[src/rtl/complex_unit_pkg.sv]
// Shared types for the RV32M complex unit: funct3 op codes, FSM states, divider depth.
// Signedness helpers decide operand sign-extension for both the multiplier and the divider.
package complex_pkg;

    typedef enum logic [2:0] {
        OP_MUL    = 3'd0,
        OP_MULH   = 3'd1,
        OP_MULHSU = 3'd2,
        OP_MULHU  = 3'd3,
        OP_DIV    = 3'd4,
        OP_DIVU   = 3'd5,
        OP_REM    = 3'd6,
        OP_REMU   = 3'd7
    } cu_op_e;

    typedef enum logic [1:0] {
        ST_IDLE = 2'd0,
        ST_MUL  = 2'd1,
        ST_DIV  = 2'd2,
        ST_DONE = 2'd3
    } cu_state_e;

    localparam int DIV_ITERS = 32;

    function automatic logic is_signed_rs1(input cu_op_e op);
        return op inside {OP_MUL, OP_MULH, OP_MULHSU, OP_DIV, OP_REM};
    endfunction

    function automatic logic is_signed_rs2(input cu_op_e op);
        return op inside {OP_MUL, OP_MULH, OP_DIV, OP_REM};
    endfunction

endpackage

[src/rtl/complex_unit_if.sv]
// Complex-op port between the memory scheduler (master) and the RV32M unit (slave).
// One-cycle request strobe while !busy_o; one-cycle wb_valid_o completion pulse.
interface complex_unit_if;
    logic        cu_valid_i;
    logic [2:0]  cu_opcode_i;
    logic [31:0] cu_operand1_i;
    logic [31:0] cu_operand2_i;
    logic        busy_o;
    logic [31:0] result_o;
    logic        wb_valid_o;

    modport master (
        output cu_valid_i, cu_opcode_i, cu_operand1_i, cu_operand2_i,
        input  busy_o, result_o, wb_valid_o
    );

    modport slave (
        input  cu_valid_i, cu_opcode_i, cu_operand1_i, cu_operand2_i,
        output busy_o, result_o, wb_valid_o
    );
endinterface

[src/rtl/complex_unit_divider_core.sv]
// Restoring radix-2 unsigned divider: one quotient bit per edge, done DIV_ITERS edges after start.
// No backpressure: done_o is held until the next edge, abort_i drops the op immediately.
module cu_divider_core
    import complex_pkg::*;
(
    input  logic        clk_i,
    input  logic        resetn_i,
    input  logic        start_i,
    input  logic        abort_i,
    input  logic [31:0] dividend_i,
    input  logic [31:0] divisor_i,
    output logic        done_o,
    output logic [31:0] quot_o,
    output logic [31:0] rem_o
);

    logic [5:0]  cnt_q;
    logic        active_q;
    logic [31:0] divisor_q;
    logic [63:0] sr_q;
    logic [63:0] sr_d;
    logic [32:0] partial;
    logic [32:0] diff;

    // Upper half is the running remainder, lower half shifts dividend bits out and quotient bits in.
    always_comb begin
        partial = sr_q[63:31];
        diff    = partial - {1'b0, divisor_q};
        sr_d    = diff[32] ? {partial[31:0], sr_q[30:0], 1'b0}
                           : {diff[31:0],    sr_q[30:0], 1'b1};
    end

    assign done_o = active_q && (cnt_q == 6'(DIV_ITERS));
    assign quot_o = sr_q[31:0];
    assign rem_o  = sr_q[63:32];

    always_ff @(posedge clk_i) begin
        if (!resetn_i) begin
            cnt_q     <= '0;
            active_q  <= 1'b0;
            divisor_q <= '0;
            sr_q      <= '0;
        end else if (abort_i) begin
            cnt_q    <= '0;
            active_q <= 1'b0;
        end else if (start_i) begin
            cnt_q     <= '0;
            active_q  <= 1'b1;
            divisor_q <= divisor_i;
            sr_q      <= {32'd0, dividend_i};
        end else if (done_o) begin
            cnt_q    <= '0;
            active_q <= 1'b0;
        end else if (active_q) begin
            cnt_q <= cnt_q + 6'd1;
            sr_q  <= sr_d;
        end
    end

endmodule

[src/rtl/complex_unit.sv]
// RV32M multiply/divide unit: MUL ops in MUL_LATENCY cycles, DIV ops in 33 (divide-by-zero/overflow in 1).
// No backpressure: one op in flight, busy_o stalls issue, wb_valid_o is a single-cycle pulse.
module complex_unit
    import complex_pkg::*;
#(
    parameter int MUL_LATENCY = 2
) (
    input  logic           cpu_clk_i,
    input  logic           cpu_resetn_i,
    input  logic           flush_i,
    complex_unit_if.slave  cu
);

    localparam int PIPE_N = (MUL_LATENCY > 1) ? MUL_LATENCY - 1 : 1;
    localparam int TAP    = (MUL_LATENCY > 1) ? MUL_LATENCY - 2 : 0;

    cu_state_e   state_q;
    cu_op_e      op_q;
    logic [31:0] a_q, b_q;
    logic        neg_quot_q, neg_rem_q;
    logic        special_q;
    logic [31:0] spec_res_q;
    logic [2:0]  mul_cnt_q;
    logic        busy_q, wb_valid_q;
    logic [31:0] result_q;
    logic [63:0] mul_pipe_q [PIPE_N];

    cu_op_e      op_in;
    logic        accept;
    logic        s1_in, s2_in;
    logic [31:0] mag1, mag2;
    logic        div_by_zero, div_ovf, special_d;
    logic [31:0] spec_res_d;
    logic        div_start;
    logic        div_done;
    logic [31:0] div_quot, div_rem;
    logic [31:0] q_fix, r_fix, div_res;
    logic [63:0] mul_a, mul_b, product_d, mul_tap;
    logic [31:0] mul_res;

    always_comb begin
        op_in       = cu_op_e'(cu.cu_opcode_i);
        accept      = (state_q == ST_IDLE) && cu.cu_valid_i && !flush_i;
        s1_in       = is_signed_rs1(op_in) & cu.cu_operand1_i[31];
        s2_in       = is_signed_rs2(op_in) & cu.cu_operand2_i[31];
        mag1        = s1_in ? (32'd0 - cu.cu_operand1_i) : cu.cu_operand1_i;
        mag2        = s2_in ? (32'd0 - cu.cu_operand2_i) : cu.cu_operand2_i;
        div_by_zero = (cu.cu_operand2_i == 32'd0);
        div_ovf     = (op_in == OP_DIV || op_in == OP_REM)
                      && (cu.cu_operand1_i == 32'h8000_0000)
                      && (cu.cu_operand2_i == 32'hFFFF_FFFF);
        special_d   = div_by_zero | div_ovf;
        // REM/REMU pick the remainder (funct3 bit 1), DIV/DIVU the quotient.
        if (op_in[1])
            spec_res_d = div_by_zero ? cu.cu_operand1_i : 32'd0;
        else
            spec_res_d = div_by_zero ? 32'hFFFF_FFFF : 32'h8000_0000;
        div_start   = accept && op_in[2] && !special_d;
    end

    cu_divider_core u_div (
        .clk_i      (cpu_clk_i),
        .resetn_i   (cpu_resetn_i),
        .start_i    (div_start),
        .abort_i    (flush_i),
        .dividend_i (mag1),
        .divisor_i  (mag2),
        .done_o     (div_done),
        .quot_o     (div_quot),
        .rem_o      (div_rem)
    );

    always_comb begin
        q_fix   = neg_quot_q ? (32'd0 - div_quot) : div_quot;
        r_fix   = neg_rem_q  ? (32'd0 - div_rem)  : div_rem;
        div_res = op_q[1] ? r_fix : q_fix;
    end

    // 33x33 signed product reduced mod 2^64: sign-extending to 64 bits keeps the low 64 bits exact.
    always_comb begin
        mul_a     = {{32{is_signed_rs1(op_q) & a_q[31]}}, a_q};
        mul_b     = {{32{is_signed_rs2(op_q) & b_q[31]}}, b_q};
        product_d = mul_a * mul_b;
        mul_tap   = (MUL_LATENCY == 1) ? product_d : mul_pipe_q[TAP];
        mul_res   = (op_q == OP_MUL) ? mul_tap[31:0] : mul_tap[63:32];
    end

    always_ff @(posedge cpu_clk_i) begin
        if (!cpu_resetn_i) begin
            for (int i = 0; i < PIPE_N; i++) mul_pipe_q[i] <= '0;
        end else begin
            mul_pipe_q[0] <= product_d;
            for (int i = 1; i < PIPE_N; i++) mul_pipe_q[i] <= mul_pipe_q[i-1];
        end
    end

    always_ff @(posedge cpu_clk_i) begin
        if (!cpu_resetn_i) begin
            state_q    <= ST_IDLE;
            op_q       <= OP_MUL;
            a_q        <= '0;
            b_q        <= '0;
            neg_quot_q <= 1'b0;
            neg_rem_q  <= 1'b0;
            special_q  <= 1'b0;
            spec_res_q <= '0;
            mul_cnt_q  <= '0;
            busy_q     <= 1'b0;
            wb_valid_q <= 1'b0;
            result_q   <= '0;
        end else begin
            wb_valid_q <= 1'b0;
            if (flush_i) begin
                state_q   <= ST_IDLE;
                busy_q    <= 1'b0;
                mul_cnt_q <= '0;
            end else begin
                case (state_q)
                    ST_IDLE: begin
                        if (cu.cu_valid_i) begin
                            op_q       <= op_in;
                            a_q        <= cu.cu_operand1_i;
                            b_q        <= cu.cu_operand2_i;
                            neg_quot_q <= s1_in ^ s2_in;
                            neg_rem_q  <= s1_in;
                            special_q  <= special_d;
                            spec_res_q <= spec_res_d;
                            mul_cnt_q  <= '0;
                            busy_q     <= 1'b1;
                            state_q    <= op_in[2] ? ST_DIV : ST_MUL;
                        end
                    end
                    ST_MUL: begin
                        if (mul_cnt_q == 3'(MUL_LATENCY - 1)) begin
                            state_q    <= ST_DONE;
                            wb_valid_q <= 1'b1;
                            result_q   <= mul_res;
                        end else begin
                            mul_cnt_q <= mul_cnt_q + 3'd1;
                        end
                    end
                    ST_DIV: begin
                        if (special_q) begin
                            state_q    <= ST_DONE;
                            wb_valid_q <= 1'b1;
                            result_q   <= spec_res_q;
                        end else if (div_done) begin
                            state_q    <= ST_DONE;
                            wb_valid_q <= 1'b1;
                            result_q   <= div_res;
                        end
                    end
                    ST_DONE: begin
                        state_q <= ST_IDLE;
                        busy_q  <= 1'b0;
                    end
                    default: begin
                        state_q <= ST_IDLE;
                        busy_q  <= 1'b0;
                    end
                endcase
            end
        end
    end

    assign cu.busy_o     = busy_q;
    assign cu.wb_valid_o = wb_valid_q;
    assign cu.result_o   = result_q;

endmodule
[src/flat_wrapper.sv]
// flat-port wrapper written by rule: the top's interface ports become plain ports
module complex_unit_flat import complex_pkg::*;
#(
    parameter int MUL_LATENCY = 2
)
  (cpu_clk_i, cpu_resetn_i, flush_i, cu_cu_valid_i, cu_cu_opcode_i, cu_cu_operand1_i, cu_cu_operand2_i, cu_busy_o, cu_result_o, cu_wb_valid_o);
  complex_unit_if cu_i ();
  input  logic cpu_clk_i;
  input  logic cpu_resetn_i;
  input  logic flush_i;
  input wire logic [$bits(cu_i.cu_valid_i)-1:0] cu_cu_valid_i;
  input wire logic [$bits(cu_i.cu_opcode_i)-1:0] cu_cu_opcode_i;
  input wire logic [$bits(cu_i.cu_operand1_i)-1:0] cu_cu_operand1_i;
  input wire logic [$bits(cu_i.cu_operand2_i)-1:0] cu_cu_operand2_i;
  output wire logic [$bits(cu_i.busy_o)-1:0] cu_busy_o;
  output wire logic [$bits(cu_i.result_o)-1:0] cu_result_o;
  output wire logic [$bits(cu_i.wb_valid_o)-1:0] cu_wb_valid_o;
  assign cu_i.cu_valid_i = cu_cu_valid_i;
  assign cu_i.cu_opcode_i = cu_cu_opcode_i;
  assign cu_i.cu_operand1_i = cu_cu_operand1_i;
  assign cu_i.cu_operand2_i = cu_cu_operand2_i;
  assign cu_busy_o = cu_i.busy_o;
  assign cu_result_o = cu_i.result_o;
  assign cu_wb_valid_o = cu_i.wb_valid_o;
  complex_unit #(.MUL_LATENCY(MUL_LATENCY)) u_core (.cpu_clk_i(cpu_clk_i), .cpu_resetn_i(cpu_resetn_i), .flush_i(flush_i), .cu(cu_i));
endmodule
[config.mk]
export PLATFORM = sky130hd
export DESIGN_NAME = complex_unit_flat
export DESIGN_NICKNAME = d
export VERILOG_FILES = /design/src/rtl/complex_unit_pkg.sv /design/src/rtl/complex_unit_if.sv /design/src/rtl/complex_unit_divider_core.sv /design/src/rtl/complex_unit.sv /design/src/flat_wrapper.sv
export SDC_FILE = /design/constraint.sdc
export NUM_CORES = 2
export LEC_CHECK = 0
export ABC_AREA = 1
export CORE_MARGIN = 4
export CORE_UTILIZATION = 30
export DETAILED_ROUTE_END_ITERATION = 8
export GPL_TIMING_DRIVEN = 0
export PLACE_DENSITY_LB_ADDON = 0.1
export SYNTH_ARGS = -nofsm -noshare
export SYNTH_HDL_FRONTEND = slang
export SYNTH_SLANG_ARGS = --single-unit
[constraint.sdc]
create_clock -name cpu_clk_i -period 12.4 [get_ports cpu_clk_i]
set_input_delay 1.24 -clock cpu_clk_i [delete_from_list [all_inputs] [get_ports cpu_clk_i]]
set_output_delay 1.24 -clock cpu_clk_i [all_outputs]
set_load 0.1 [all_outputs]
==> impl_metrics.py <==
metrics = {
    "status": {
        "status": "complete, but fails checks",
        "violations": "max-capacitance violations, max-slew violations",
    },
    "yosys": {
        "async_flop_share_pct": 0,
        "ys_types": 50,
        "synth_compound_area_share_pct": 7.726,
        "synth_top_family_by_area": "adder cells",
        "synth-simple-area-share_pct": 21.38,
        "syn_area_sq_um": 58330,
        "syn_nets": 9484,
        "synth-adder-area-share_pct": 44.00,
        "yosysSeqAreaShare_pct": 10.57,
        "ys_seq_elements": 308,
        "synth_edf_count": 0,
        "synthFlopType": "dfxtp_1",
        "syn_area_per_cell_sq_um": 7.264,
        "synth_mux_area_share_pct": 0,
        "synthCells": 8030,
        "yosys_warnings": 0,
        "synth-xor-area-share_pct": 1.441,
    },
    "drt": {
        "dr.pass1.iters": 6,
        "ant_nets": 0,
        "wirelength_um": 272200,
        "num_vias": 52380,
        "drc": 0,
        "drtIter0Drc": 3958,
        "detail_route.wl_per_cell_um": 25.36,
        "avgViaCountPerCell": 4.880,
    },
    "job": {
        "maxCapViolCount": 1,
    },
    "placement": {
        "hpwl_um": 233700,
        "place_ws_ns": 1.429,
        "port_buffers": 104,
        "gp_congestion": 0.9688,
    },
    "clocking": {
        "postCtsSetupRepairBufs": 0,
        "tritoncts": "yes",
        "cts.root.buffer_cell": "clkbuf_16",
        "numCtsBuffers": 39,
        "clock_latency_ns": 0.60,
        "cts-resized-gates": 0,
        "clock-sinks": 308,
        "cts_htree_levels": 2,
        "cts_buffer_depth": 3,
        "ctsHoldBuffers": 0,
        "clkSlewWorstSetupHoldPaths_ns": 0.06,
    },
    "floorplan": {
        "io_pins": 105,
        "coreArea_sq_um": 193000,
        "start_util_pct": 30.23,
        "die_x_um": 449.0,
        "dieArea_sq_um": 201600,
        "std_cell_rows": 161,
        "die_y_um": 449.0,
    },
    "timing": {
        "timing.final.ws_setup_ns": 1.296,
        "period_share_pct": 89.55,
        "period_minus_slack_ns": 11.10,
        "setup_viol": 0,
        "rsz0062_at_grt": "false",
        "finalSetupTns_ns": 0,
        "drv_slew": 11,
        "relSlewSlack_pct": -1.360,
        "fmax_mhz": 90.06,
        "clock_skew_ns": 0.03763,
        "hold_viol": 0,
        "worstMarginPinSlew_ns": 1.520,
    },
    "global_route": {
        "grt_max_degree": 25,
        "grt_pass1_wl_um": 391100,
        "grt_pass1_vias": 53780,
        "grt_overflow": 0,
        "antenna_found_initial": 14,
        "grt_use_total_pct": 26.72,
    },
    "worst_hold_path": {
        "whs_path_depth": 2,
        "hold_path_startpoint": "u_core.spec_res_q[31]$_SDFFE_PN0P_",
        "hp-class": "reg2reg",
        "worstHoldEndpoint": "u_core.spec_res_q[31]$_SDFFE_PN0P_",
    },
    "pwr": {
        "ir_drop_mv": 0.1232,
        "p_per_area_nw_per_um2": 110.8,
        "leakagePower_uw": 0.03258,
    },
    "final_layout": {
        "post_route_cells_drive_above_1_share_pct": 2.146,
        "fin_nets": 9629,
        "area_growth_syn_to_layout_pct": 9.427,
    },
    "critical_path": {
        "cp-start-kind": "flip-flop",
        "rr_worst_depth": 30,
        "crit_start": "u_core.op_q[1]$_SDFFE_PN0P_",
        "critPathMaxStageDelay_ns": 1.05,
        "crit_type": "reg2reg",
        "cp_max_fo": 10,
        "cpMaxStageDelayCell": "nor2_1",
        "critPathCaptureType": "flip-flop",
        "reg2reg_slack_ns": 1.30,
        "crit_arrival_ns": 11.58,
        "reg2reg_from": "u_core.op_q[1]$_SDFFE_PN0P_",
        "required_ns": 12.87,
        "crit_top_cell": "fa_1",
        "r2r_end": "u_core.mul_pipe_q[0][50]$_SDFF_PN0_",
    },
}
[cells in the mapped netlist, drive strengths merged (2+ instances only)]
| cell type | instances | area [sq um] |
|---|---|---|
| nand2 | 2117 | 7959 |
| inv | 1864 | 6997 |
| fa | 1114 | 22300 |
| nor2 | 642 | 2445 |
| a21oi | 394 | 1998 |
| clkbuf | 353 | 1325 |
| o21ai | 330 | 1663 |
| dfxtp | 308 | 6166 |
| ha | 269 | 3366 |
| nand3 | 244 | 1279 |
| xor2 | 61 | 534.3 |
| buf | 50 | 337.8 |
| o211ai | 50 | 375.4 |
| nor3 | 47 | 245.2 |
| nand4 | 41 | 256.5 |
| xnor2 | 35 | 306.5 |
| a21o | 19 | 142.6 |
| o21bai | 15 | 112.6 |
| or2 | 13 | 81.33 |
| and2 | 11 | 68.81 |
| a31oi | 9 | 56.30 |
| o21a | 9 | 67.56 |
| nand3b | 7 | 52.55 |
| nor4 | 6 | 43.79 |
| a21boi | 4 | 30.03 |
| and3 | 4 | 25.02 |
| clkinv | 4 | 20.02 |
| a211oi | 2 | 15.01 |
| nor3b | 2 | 15.01 |
| o22ai | 2 | 12.51 |
| o31ai | 2 | 15.01 |
[cell families (layout without fill, tap and decap cells)]
logic type                 after synthesis  in the layout
and+or+nand+nor                       3134           3134
buffers and inverters                 2271           2444
adders and majority gates             1383           1383
AOI/OAI and AO/OA                      838            838
DFF                                    308            308
xor gates and xnor gates                96             96
other                                    0              5
[power by group]
part | switching [uW] | internal (uW)
registers | 58.8 | 1100
logic | 3330 | 1410
clock network | 527 | 639
total | 3920 | 3150
[layer usage]
layer | vias to the layer above | track usage (%) | wire [um]
met2 | 1369 | 45.71 | 130400
met1 | 26860 | 35.64 | 118800
met3 | 279 | 2.515 | 12290
met5 | - | 0 | 13
met4 | 2 | 8.431 | 10690
li1 | 23870 | - | -
[worst max-delay path by stage]
stage,end,cells past startpoint
detailed placement,u_core.mul_pipe_q[0][50]$_SDFF_PN0_,30
finish,u_core.mul_pipe_q[0][50]$_SDFF_PN0_,30
floorplan,u_core.mul_pipe_q[0][54]$_SDFF_PN0_,32
global placement,u_core.mul_pipe_q[0][50]$_SDFF_PN0_,30
CTS,u_core.mul_pipe_q[0][50]$_SDFF_PN0_,30
global route,u_core.mul_pipe_q[0][50]$_SDFF_PN0_,30
[layout by cell type (no fill, tap or decap), drive strengths merged]
| cell type | count |
|---|---|
| clkinv | 20 |
| clkinvlp | 2 |
| xor2 | 61 |
| a41o | 1 |
| nand3 | 244 |
| and2 | 11 |
| nand4 | 41 |
| a31o | 1 |
| dfxtp | 308 |
| o31ai | 2 |
| o22ai | 2 |
| a21boi | 4 |
| fa | 1114 |
| and3 | 4 |
| a31oi | 9 |
| a211oi | 2 |
| or2 | 13 |
| nor2 | 642 |
| bufinv | 1 |
| clkbuf | 399 |
| buf | 50 |
| nor3b | 2 |
| ha | 269 |
| o21bai | 15 |
| o21a | 9 |
| a21oi | 394 |
| nor3 | 47 |
| nand2 | 2117 |
| a21o | 19 |
| nand3b | 7 |
| o21ai | 330 |
| inv | 1868 |
| clkdlybuf4s50 | 104 |
| diode | 5 |
| o211ai | 50 |
| xnor2 | 35 |
| nor4 | 6 |
[metrics by stage]
step / area [sq um] / instances / hold slack [ns] / utilization [%] / total power (uW)
after global routing: 63820 / 10730 / 0.4869 / 33.07 / 7601
after global placement: 62530 / 10660 / 0.4550 / 32.40 / 5867
after detailed placement: 62540 / 10660 / 0.4563 / 32.41 / 5868
final: 63830 / 10730 / 0.4685 / 33.08 / 7074
after CTS: 63820 / 10730 / 0.4665 / 33.07 / 7069
after floorplan: 58330 / 8030 / 0.4326 / - / 3937
[sequential cells by signal, summed over array words and instances (netlist names), 6 cells and up]
name and count:
u_core.u_div.sr_q 64, u_core.u_div.divisor_q 32, u_core.cu.result_o 32, u_core.a_q 32
u_core.mul_pipe_q 64, u_core.u_div.cnt_q 6, u_core.b_q 32, u_core.spec_res_q 32
[final cells by class]
type / instances / area [sq um]
sequential: 308 / 6166
multi-input combinational: 5451 / 43490
clock buffer: 46 / 1042
antenna: 5 / 12.51
fill: 21430 / 129200
clock inverter: 23 / 239.0
inverter: 1868 / 7017
buffer: 403 / 1667
timing repair buffer: 104 / 1041
tap: 2526 / 3161
[worst max-delay path: cells and delay by family (launching register included)]
family / cells / cell delay, ns
flops: 1 / 0.30
simple gates: 9 / 2.83
buf+inv: 10 / 2.55
compound gates: 2 / 0.43
fa+ha+maj: 9 / 4.81
(Power assumes the default switching activity.)
==> patch: new RTL, same settings <==
`MUL_LATENCY` is set to 2 in 2 places; all go to 1.
--- a/src/rtl/complex_unit.sv
+++ b/src/rtl/complex_unit.sv
@@ -5,3 +5,3 @@
 #(
-    parameter int MUL_LATENCY = 2
+    parameter int MUL_LATENCY = 1
 ) (
--- a/src/flat_wrapper.sv
+++ b/src/flat_wrapper.sv
@@ -3,3 +3,3 @@
 #(
-    parameter int MUL_LATENCY = 2
+    parameter int MUL_LATENCY = 1
 )
Formal check against the unedited RTL: not equivalent (a bounded check fails within 4 cycles, from zero or initial values and one cycle with cpu_resetn_i low).
==> patch against the original RTL <==
- power shrank 6.1%
- sequential cell count fell by 64
- setup slack improved by 590 ps
- die area shrank 3.8%
- maximum frequency rose by 5.6%
- wire length fell by 0.78%
- synthesized area decreased by 3.9%
- via count is 2.9% lower
- global-route usage is 1.0 points higher
- clock skew is 14 ps lower
- synthesized cell count is 4.5% lower
- final area down 4.2%
- critical path depth grew 4
- critical endpoint is now u_core.cu.result_o[27]
- largest power group unchanged
- highest routed layer unchanged
==> patch: results (changes against the original RTL) <==
Worst setup path
  – Reg2reg end: u_core.cu.result_o[27]
  – Worst path max stage delay: 710 ps (-340 ps)
  – Worst Path Arrival: 11,050 ps (-530 ps)
  – R2R Setup Slk: 1890 ps (+590 ps)
  – Critical-path maximum fanout: 11 (+1)
  – Critical path's slowest cell: clkbuf_1
  – Worst-case reg-to-reg path depth: 34 (+13%)

Min path
  – Worst Hold Launch: u_core.spec_res_q[4]
  – Hold Path Sink: u_core.spec_res_q[4]

GRT
  – Initial antenna violation count: 20 (+6)
  – First-pass GRT wire length: 385,000 µm (-1.7%)
  – Largest net degree at the start of global routing: 24 (-4.0%)

Detailed routing
  – Initial detailed-routing violation count: 4,202 (+6.2%)
  – Routed WL per cell: 26.2 µm (+3.3%)

Cells and area
  – Nets: 9,254 (-3.9%)
  – Fraction of layout cells with a size suffix above 1: 1.76% (-0.38 points)

Power
  – Worst vdd ir: 95.7 µV (-22%)
  – Leakage: 0.0315 µW (-3.2%)

Yosys
  – Commonest cells in the synthesized netlist: 1,899 x nand2_1, 1,844 x inv_1, 1,115 x fa_1
  – Syn Inst Count: 7,665 (-4.5%)
  – Post-synth net total: 9,119 (-3.8%)
  – Synth cell types: 52 (+4.0%)

Timing
  – Rel. slew slack: 4.75% (+6.1 points)
  – Hold Slack: 469 ps (+0.755 ps)

Placed design
  – Hpwl dp: 232,000 µm (-0.84%)
  – Dpl cells: 10,200 (-3.9%)
  – Number of port buffers: 103 (-0.96%)

CTS
  – Cts bufs inserted: 30 (-23%)

Status
  – Status: finished, final reports clean
-- patch: cell types whose count changed in the layout (fill, tap and decap cells not counted), moves of 9 or more --
| cell | before | now |
|---|---|---|
| nand2_1 | 2112 | 1899 |
| nor2_1 | 630 | 461 |
| dfxtp_1 | 308 | 244 |
| o21ai_0 | 325 | 367 |
| a21oi_1 | 387 | 417 |
| o211ai_1 | 50 | 22 |
| nand3_1 | 234 | 252 |
| inv_1 | 1857 | 1844 |
| o21bai_1 | 15 | 25 |
| buf_2 | 24 | 15 |
| nand4_1 | 41 | 50 |
-- patch: worst max-delay path by stage --
stage,endpoint,cells after the start,from
2_1_floorplan,u_core.cu.result_o[31],34,u_core.op_q[1]
3_3_place_gp,u_core.cu.result_o[27],34,u_core.op_q[1]
3_5_place_dp,u_core.cu.result_o[27],34,u_core.op_q[1]
4_1_cts,u_core.cu.result_o[27],34,u_core.op_q[1]
5_1_grt,u_core.cu.result_o[18],32,u_core.op_q[1]
6_report,u_core.cu.result_o[27],34,u_core.op_q[1]
-- patch: metal layers --
metal | wire length, µm | share of wire [%] | global-route usage (%) | vias up
met5 | 52 | 0.019 | 0 | -
met4 | 12500 | 4.6 | 10.4 | 8
met3 | 17100 | 6.3 | 3.78 | 354
met2 | 127000 | 47 | 46.3 | 1572
met1 | 114000 | 42 | 36.6 | 26000
li1 | - | - | - | 22900
-- patch: area by class of cell --
class	count	area (µm²)
fill	20500	124000
buffer	392	1600
antenna	6	15.0
clock inverter	12	124
inverter	1857	6970
clock buffer	42	857
multi-input combinational	5172	42600
tap	2480	3100
timing repair buffer	103	1030
sequential	244	4880
-- patch: where the power goes --
group	switching (µW)	internal [µW]
Combinational	3430	1430
Sequential	27.7	825
Clock	400	522
-- patch: logic make-up after synthesis --
group	after synthesis	synth area share (%)
xor gates and xnor gates	110	1.72
and+or+nand+nor	2770	19.8
buffers and inverters	2249	15.3
DFF	244	8.72
adders and majority gates	1383	45.8
AOI/OAI and AO/OA	909	8.66
-- patch: stage by stage --
step | setup WS [ps] | total power (µW) | area [µm²]
after floorplan | 4870 | 3570 | 56000
final | 1890 | 6640 | 61200
after CTS | 1780 | 6690 | 61200
after detailed placement | 1840 | 5730 | 60200
after global routing | 1390 | 7100 | 61200
after global placement | 1840 | 5740 | 60200
-- patch: worst min-delay path, stage by stage, from the launching register on --
cell,delay (ps)
dfxtp_1,310
nand2_1,60
a21oi_1,60
